### src/rtl/bin2bcd_pkg.sv
// Shared types and defaults for the sequential binary-to-BCD converter.
// Contents:
//   BIN_W_DEF / DIGITS_DEF : default input width and number of output digits
//   b2b_state_t            : converter FSM state (IDLE, SHIFT)
//   bcd_digit_t            : one packed BCD digit
package bin2bcd_pkg;

  localparam int BIN_W_DEF  = 13;
  localparam int DIGITS_DEF = 4;

  typedef enum logic {IDLE, SHIFT} b2b_state_t;

  typedef logic [3:0] bcd_digit_t;

endpackage

### src/rtl/bin2bcd_seq_if.sv
// Request/result bundle between the rounding stage, the converter and the
// display stage.
// Signals:
//   start  : request a conversion (only looked at while the converter is idle)
//   bin    : unsigned binary value, captured on the accepting edge
//   busy   : conversion in progress
//   done   : one-cycle pulse, bcd has just been updated
//   bcd    : packed BCD result, digit 0 in bits [3:0], held between conversions
//   blank  : leading-zero flags per digit (only with BIN2BCD_BLANK_EN)
// Handshake: start is a request, not a valid/ready pair. The converter takes
// it on a rising edge only while busy is low; start seen while busy is
// dropped, nothing is queued. Each accepted request yields exactly one done
// pulse, and bcd changes only in that cycle.
// Modports: master = requester/consumer, slave = converter.
interface bin2bcd_seq_if #(
  parameter int BIN_W  = 13,
  parameter int DIGITS = 4
);
  logic                  start;
  logic [BIN_W-1:0]      bin;
  logic                  busy;
  logic                  done;
  logic [4*DIGITS-1:0]   bcd;
`ifdef BIN2BCD_BLANK_EN
  logic [DIGITS-1:0]     blank;

  modport master (output start, bin, input busy, done, bcd, blank);
  modport slave  (input start, bin, output busy, done, bcd, blank);
`else
  modport master (output start, bin, input busy, done, bcd);
  modport slave  (input start, bin, output busy, done, bcd);
`endif
endinterface

### src/rtl/bcd_digit_adj.sv
// Double-dabble correction for one BCD digit: add 3 when the digit is 5 or
// more, so that the following left shift carries correctly into the next
// digit. Inputs stay within 0..9 during a conversion, so the result never
// exceeds 12 and fits in the nibble.
// Ports:
//   d : digit before correction
//   q : digit after correction
module bcd_digit_adj
  import bin2bcd_pkg::*;
(
  input  bcd_digit_t d,
  output bcd_digit_t q
);

  assign q = (d >= 4'd5) ? bcd_digit_t'(d + 4'd3) : d;

endmodule

### src/rtl/bin2bcd_seq.sv
// Iterative double-dabble binary-to-BCD converter, one input bit per clock.
// A request accepted at edge k produces its result on edge k+BIN_W; done is
// high in the cycle after that edge and bcd holds until the next completion.
// Optional: define BIN2BCD_BLANK_EN to add the blank output (leading-zero
// flags, registered with bcd).
// Ports:
//   clk       : clock, rising edge
//   reset     : asynchronous, active-high; aborts any conversion
//   bus       : bin2bcd_seq_if slave (start, bin, busy, done, bcd[, blank])
//   state_dbg : current FSM state, for observation only
module bin2bcd_seq
  import bin2bcd_pkg::*;
#(
  parameter int BIN_W  = BIN_W_DEF,
  parameter int DIGITS = DIGITS_DEF
) (
  input  logic          clk,
  input  logic          reset,
  bin2bcd_seq_if.slave  bus,
  output b2b_state_t    state_dbg
);

  localparam int CNT_W  = $clog2(BIN_W + 1);
  localparam int WORK_W = 4 * DIGITS;

  // The largest input must be representable in DIGITS decimal digits.
  if ((2.0 ** BIN_W) > (10.0 ** DIGITS)) begin : g_width_check
    $error("bin2bcd_seq: DIGITS too small for BIN_W");
  end

  b2b_state_t         state_q, state_d;
  logic [CNT_W-1:0]   cnt_q, cnt_d;
  logic [BIN_W-1:0]   src_q, src_d;
  logic [WORK_W-1:0]  work_q, work_d;
  logic [WORK_W-1:0]  bcd_q, bcd_d;
  logic               done_q, done_d;
  logic [WORK_W-1:0]  adj;

  for (genvar i = 0; i < DIGITS; i++) begin : g_adj
    bcd_digit_adj u_adj (
      .d (work_q[4*i +: 4]),
      .q (adj[4*i +: 4])
    );
  end

`ifdef BIN2BCD_BLANK_EN
  logic [DIGITS-1:0]  blank_q, blank_d;
  logic [DIGITS-1:0]  blank_next;
  logic               hi_zero;

  // Walk from the top digit down; a digit is blank while it and every digit
  // above it are zero. The units digit is always shown.
  always_comb begin
    blank_next = '0;
    hi_zero    = 1'b1;
    for (int i = DIGITS - 1; i >= 1; i--) begin
      hi_zero       = hi_zero & (work_d[4*i +: 4] == 4'd0);
      blank_next[i] = hi_zero;
    end
  end
`endif

  always_comb begin
    state_d = state_q;
    cnt_d   = cnt_q;
    src_d   = src_q;
    work_d  = work_q;
    bcd_d   = bcd_q;
    done_d  = 1'b0;
`ifdef BIN2BCD_BLANK_EN
    blank_d = blank_q;
`endif
    case (state_q)
      IDLE: begin
        if (bus.start) begin
          src_d   = bus.bin;
          work_d  = '0;
          cnt_d   = CNT_W'(BIN_W);
          state_d = SHIFT;
        end
      end
      SHIFT: begin
        // Correct first, then shift {work, src} left; src MSB enters work.
        work_d = {adj[WORK_W-2:0], src_q[BIN_W-1]};
        src_d  = src_q << 1;
        cnt_d  = cnt_q - CNT_W'(1);
        if (cnt_q == CNT_W'(1)) begin
          bcd_d   = work_d;
          done_d  = 1'b1;
          state_d = IDLE;
`ifdef BIN2BCD_BLANK_EN
          blank_d = blank_next;
`endif
        end
      end
      default: state_d = IDLE;
    endcase
  end

  always_ff @(posedge clk or posedge reset) begin
    if (reset) begin
      state_q <= IDLE;
      cnt_q   <= '0;
      src_q   <= '0;
      work_q  <= '0;
      bcd_q   <= '0;
      done_q  <= 1'b0;
`ifdef BIN2BCD_BLANK_EN
      blank_q <= '0;
`endif
    end else begin
      state_q <= state_d;
      cnt_q   <= cnt_d;
      src_q   <= src_d;
      work_q  <= work_d;
      bcd_q   <= bcd_d;
      done_q  <= done_d;
`ifdef BIN2BCD_BLANK_EN
      blank_q <= blank_d;
`endif
    end
  end

  assign bus.busy  = (state_q == SHIFT);
  assign bus.done  = done_q;
  assign bus.bcd   = bcd_q;
`ifdef BIN2BCD_BLANK_EN
  assign bus.blank = blank_q;
`endif
  assign state_dbg = state_q;

endmodule

### src/flat_wrapper.sv
// flat-port wrapper written by rule: the top's interface ports become plain ports
module bin2bcd_seq_flat import bin2bcd_pkg::*;
#(
  parameter int BIN_W  = BIN_W_DEF,
  parameter int DIGITS = DIGITS_DEF
)
  (clk, reset, state_dbg, bus_start, bus_bin, bus_busy, bus_done, bus_bcd);
  bin2bcd_seq_if #(.BIN_W(BIN_W), .DIGITS(DIGITS)) bus_i ();
  input  logic clk;
  input  logic reset;
  output b2b_state_t state_dbg;
  input wire logic [$bits(bus_i.start)-1:0] bus_start;
  input wire logic [$bits(bus_i.bin)-1:0] bus_bin;
  output wire logic [$bits(bus_i.busy)-1:0] bus_busy;
  output wire logic [$bits(bus_i.done)-1:0] bus_done;
  output wire logic [$bits(bus_i.bcd)-1:0] bus_bcd;
  assign bus_i.start = bus_start;
  assign bus_i.bin = bus_bin;
  assign bus_busy = bus_i.busy;
  assign bus_done = bus_i.done;
  assign bus_bcd = bus_i.bcd;
  bin2bcd_seq #(.BIN_W(BIN_W), .DIGITS(DIGITS)) u_core (.clk(clk), .reset(reset), .bus(bus_i), .state_dbg(state_dbg));
endmodule
### config.mk
export PLATFORM = sky130hd
export DESIGN_NAME = bin2bcd_seq_flat
export DESIGN_NICKNAME = d
export VERILOG_FILES = /design/src/rtl/bin2bcd_pkg.sv /design/src/rtl/bin2bcd_seq_if.sv /design/src/rtl/bcd_digit_adj.sv /design/src/rtl/bin2bcd_seq.sv /design/src/flat_wrapper.sv
export SDC_FILE = /design/constraint.sdc
export NUM_CORES = 1
export LEC_CHECK = 0
export CAP_MARGIN = 25
export CORE_MARGIN = 4
export CORE_UTILIZATION = 50
export CTS_BUF_LIST = sky130_fd_sc_hd__clkbuf_4 sky130_fd_sc_hd__clkbuf_8
export CTS_CLUSTER_SIZE = 14
export DETAILED_ROUTE_END_ITERATION = 6
export PLACE_DENSITY = 0.77
export SETUP_SLACK_MARGIN = 0.3
export SYNTH_ARGS = -nofsm -noshare
export SYNTH_HDL_FRONTEND = slang
export SYNTH_SLANG_ARGS = --single-unit
### constraint.sdc
create_clock -name clk -period 1.6 [get_ports clk]
set_clock_uncertainty 0.05 [all_clocks]
set_input_delay 0.4 -clock clk [delete_from_list [all_inputs] [get_ports clk]]
set_output_delay 0.4 -clock clk [all_outputs]
set_load 0.02 [all_outputs]
After elaboration in Yosys (flattened, before gate mapping)
Cells that the tools add are included.
- register bits after elaboration: 51
- input bits: 16
- output and inout port bits: 19
- word-level logic and storage cells: 34
- $add $sub $neg: 5
- order comparisons: 4
- equal/unequal tests: 2
- muxes and demuxes: 15
- bitwise logic cells: 1
- reduce and logical (&&, ||, !) cells: 1
- operators by type and width (kind ; number):
    16-bit one-hot mux with 2 select lines ; 1
    13-bit one-hot mux with 2 select lines ; 1
    4-bit by 3-bit greater-or-equal comparator with 1-bit output (second input constant) ; 4
    16-bit 2-to-1 mux ; 1
    4-bit 2-to-1 mux ; 4
    13-bit 2-to-1 mux ; 1
    4-bit by 2-bit adder with 4-bit output (second input constant) ; 3
    4-bit one-hot mux with 2 select lines ; 1
    4-bit by 1-bit equality test with 1-bit output (second input constant) ; 1
    1-bit 2-to-1 mux ; 4
    4-bit by 1-bit subtractor with 4-bit output (second input constant) ; 1
    3-bit by 2-bit adder with 3-bit output (second input constant) ; 1
    3-bit 2-to-1 mux ; 1
    2-bit inequality test (second input constant) ; 1
    1-bit one-hot mux with 2 select lines ; 1
    2-bit AND reduction ; 1
    1-bit inverter ; 1

Longest topological paths before layout
- depth after elaboration: 3
- mapped depth: 7
- depth with buffers taken out: 6

By module
A second synthesis with hierarchy kept.
- cell total of the unflattened synthesis: 232
- area, all modules: 2523.7 um2
- modules (own cells, without submodules) (module ; times used ; cells each ; area an instance (um2) ; seq. area each (um2)):
    bin2bcd_seq ; 1 ; 168 ; 2118.3 ; 1276.2
    bcd_digit_adj ; 4 ; 16 ; 101.3 ; 0.0

Worst setup path before layout
Ideal clock, no wire load.
- kind: reg2reg
- from: register u_core.state_q, in the netlist u_core.bus.busy
- to: register u_core.bcd_q[10], in the netlist u_core.bus.bcd[10]
- library setup time: 0.127 ns
- arrival: 1.678 ns
- required time: 1.423 ns
- path slack: -0.255 ns
- cell stages (with the launch flop): 6
- buffers on the path: 1
- clock period less this slack: 1.855 ns
- cells stage by stage: dfrtp_1 inv_2 or4b_1 buf_2 clkinv_2 mux2_1
- longest elaborated chain between the ends: 1
- RTL lines (what ; RTL line ; RTL):
    start, declared ; bin2bcd_seq.sv:31 ; b2b_state_t state_q, state_d;
    start signal, assigned ; bin2bcd_seq.sv:112 ; state_q <= state_d;
    2-bit AND reduction (no line) ; n/a ;
    end signal, assigned ; bin2bcd_seq.sv:106 ; bcd_q <= '0;
    end signal, assigned ; bin2bcd_seq.sv:116 ; bcd_q <= bcd_d;
    end, declared ; bin2bcd_seq.sv:35 ; logic [WORK_W-1:0] bcd_q, bcd_d;
No other way between the ends.
A chain may end at the register's enable or synchronous reset.

Final worst setup path
- from: register u_core.cnt_q[1]
- to: register u_core.bcd_q[14], in the netlist u_core.bus.bcd[14]
- longest elaborated chain between the ends: 2
- RTL lines (what ; RTL line ; RTL):
    start, declared ; bin2bcd_seq.sv:32 ; logic [CNT_W-1:0] cnt_q, cnt_d;
    start signal, assigned ; bin2bcd_seq.sv:113 ; cnt_q <= cnt_d;
    4-bit by 1-bit equality test with 1-bit output ; bin2bcd_seq.sv:87 ; if (cnt_q == CNT_W'(1)) begin
    2-bit AND reduction (no line) ; n/a ;
No other way between the ends.

==> run metrics <==
result of the run=finished, violations left; failing checks=negative setup slack; final weighted congestion of routability-driven global placement=0.7581; Diodes inserted=0; buffers from clock root to sink, at most=2; Cell Chain, Critical Path=inv_2 -> ha_4 -> or4b_4 -> clkinv_4 -> mux2_4; Largest stage delay, worst path=0.49 ns; worst hold-check slack=0.4337 ns; net count of the finished layout=343; arrival time worst endpoint=1.80 ns; final wirelength=6.066 mm; count of hold buffers inserted by post-cts repair=0; fmax=0.6059 GHz; Root Buffer Master=sky130_fd_sc_hd__clkbuf_8; post-detailed-route count of antenna-violating nets=0; overall global routing resource usage=0.1874; H-tree levels=2; clock tree from TritonCTS=done; transition time at the pin with the least slew margin=0.3494 ns; Yosys warnings=0; number of distinct library cells after synthesis=28; cts bufs inserted=5; Remaining Overflow, GRT=0; maximum vdd ir drop=0.001200 V; largest net degree at the start of global routing=52; max-slew violation count=0; cell area after technology mapping=2394 um^2; Power Total=0.007985 W; number of global-route vias before repair=1860; clock insertion delay at the later pin of the skew report=0.31 ns; share of synthesized area occupied by flip-flops and latches=0.5332; Static Leak=1.683 nW; Post-synth ARST share=1.000; number of endpoints failing setup at the final stage=4; count of vias placed by the detailed router=2047; remaining design rule violation count=0; number of max-capacitance violations reported=0; Synth Instances=238; placeable core area=4504 um^2; least setup slack across all paths after layout=-0.05038 ns; violation count after the first detailed-route iteration=92; area added between synthesis and finish=55.04%; global-route wire length before repair=8.866 mm; y dimension of the die=77.19 um; required time reported for the critical path endpoint=1.75 ns; setup repair after global routing missed its margin=yes; final HPWL from detailed placement=3.271 mm; Die Area=5958 um^2; Layout fillers=244; I/O pin cnt=35; final clock period utilization by the worst path=1.031; final hold violation count=0; vias per cell=5.532; DRT Pass-1 Iters=4; die extent in x=77.19 um; TritonCTS Sinks=51; Reg clk slew, reported paths=0.10 ns; share of post-route cells with drive strength above 1=0.4340; Max transition margin=0.7655; flip-flop and latch count after synthesis=51; Starting Density=0.5314; Placement Setup Slack=-0.06337 ns; count of flip-flops with a built-in enable after synthesis=0; initial antenna violation count=0; Worst Path Buf+Inv=2; Synthesized Nets=264; average instance area after synthesis=10.06 um^2; critical path type=reg2reg; Critical Path End Type=flip-flop; Post-synth top flop=sky130_fd_sc_hd__dfrtp_1; standard-cell rows=24; commonest non-fill, non-tap cell in the layout=sky130_fd_sc_hd__dfrtp_1; standard cell with the maximum stage delay on the critical path=sky130_fd_sc_hd__or4b_4; kind of cell with the highest combined delay on the critical path=simple AND/OR/NAND/NOR gates; largest driver fanout on the critical path=4; critical path startpoint category=flip-flop; total power per unit cell area=2152 nW/um^2; WL per Instance=16.39 um; min Tclk post-route=1.650 ns; worst min-delay path category=in2async; top post-synthesis cells by area=sky130_fd_sc_hd__dfrtp_1, sky130_fd_sc_hd__nand2_1, sky130_fd_sc_hd__mux2i_1; leading cell types in the layout, fill and taps excluded=sky130_fd_sc_hd__dfrtp_1, sky130_fd_sc_hd__nand2_1, sky130_fd_sc_hd__buf_4; number of I/O port buffers=34; share of Yosys cell area claimed by the top area cell type=0.5332; largest area contributor in the netlist=sky130_fd_sc_hd__dfrtp_1
-- tightest hold or removal path, cell delays in order --
cell and delay, ns:
sky130_fd_sc_hd__clkdlybuf4s50_1 0.44, sky130_fd_sc_hd__clkinvlp_4 0.09, sky130_fd_sc_hd__buf_12 0.25
-- per-layer routing --
| layer | wire length (um) | global-route usage | up-vias |
|---|---|---|---|
| li1 | - | - | 973 |
| met5 | 0 | 0 | - |
| met1 | 2593 | 0.2252 | 1005 |
| met2 | 3108 | 0.3212 | 55 |
| met4 | 124 | 0.07651 | 0 |
| met3 | 240 | 0.04450 | 14 |
-- synth_stat cells (all sizes together) (6+ instances only) --
cell type / instances
inv: 12
nand2: 43
ha: 10
clkbuf: 8
mux2i: 15
xnor2: 6
a21oi: 14
nor3: 6
o21ai: 31
nor3b: 8
o22ai: 11
dfrtp: 51
-- per-stage QoR --
step	util	instance area, um^2	std cells	TNS (ns)
global placement	0.6697	3017	329	-0.3037
floorplan	-	2541	238	-0.1709
CTS	0.7594	3421	355	-0.02425
finish	0.8239	3711	370	-0.1439
global route	0.8239	3711	370	-0.9367
detailed placement	0.6697	3017	329	-0.7967
-- report_power, final --
part / switching [W] / total, W / internal [W]
clock: 0.000444 / 0.000951 / 0.000507
combinational: 0.00210 / 0.00465 / 0.00255
sequential: 0.000550 / 0.00238 / 0.00183
-- final timing paths --
check	to	cells after the start	from	slack, ns
max	u_core.bus.bcd[14]$_DFFE_PP0P_	5	u_core.cnt_q[1]$_DFFE_PP0P_	-0.05
min	u_core.work_q[9]$_DFFE_PP0P_	3	reset	0.43
max reg2reg	u_core.bus.bcd[14]$_DFFE_PP0P_	5	u_core.cnt_q[1]$_DFFE_PP0P_	-0.05
min reg2reg	u_core.src_q[2]$_DFFE_PP0P_	2	u_core.src_q[1]$_DFFE_PP0P_	0.45
max in group asynchronous	u_core.work_q[0]$_DFFE_PP0P_	3	reset	0.80
min in group clk	u_core.src_q[2]$_DFFE_PP0P_	2	u_core.src_q[1]$_DFFE_PP0P_	0.45
-- registers in the layout (all words and copies together) (netlist names) --
name / count
u_core.bus.done: 1
u_core.work_q: 16
u_core.src_q: 13
u_core.bus.busy: 1
u_core.cnt_q: 4
u_core.bus.bcd: 16
-- what timing repair did --
| item | 4_1_cts | 5_1_grt |
|---|---|---|
| pin swaps | 8 | 11 |
| gates cloned | 0 | 1 |
| endpoints found under the setup margin | 50 | 60 |
| buffers inserted | 18 | 14 |
| gates resized for setup | 140 | 33 |
-- kinds of logic after synthesis --
group | after synthesis | share of synthesized area
buffers and inverters | 26 | 0.04965
xor gates and xnor gates | 6 | 0.02195
muxes | 19 | 0.08154
and+or+nand+nor | 67 | 0.1286
DFF | 51 | 0.5332
AOI/OAI and AO/OA | 59 | 0.1328
adders and majority gates | 10 | 0.05227
-- layout make-up --
type,instances,area (um^2),area share
clock inverter,2,35.03,0.009440
sequential,51,1280,0.3449
inverter,13,57.56,0.01551
tap,52,65.06,0.01753
timing repair buffer,85,829.5,0.2235
multi-input combinational,161,1361,0.3668
clock buffer,6,82.58,0.02225
(Power assumes the default switching activity.)
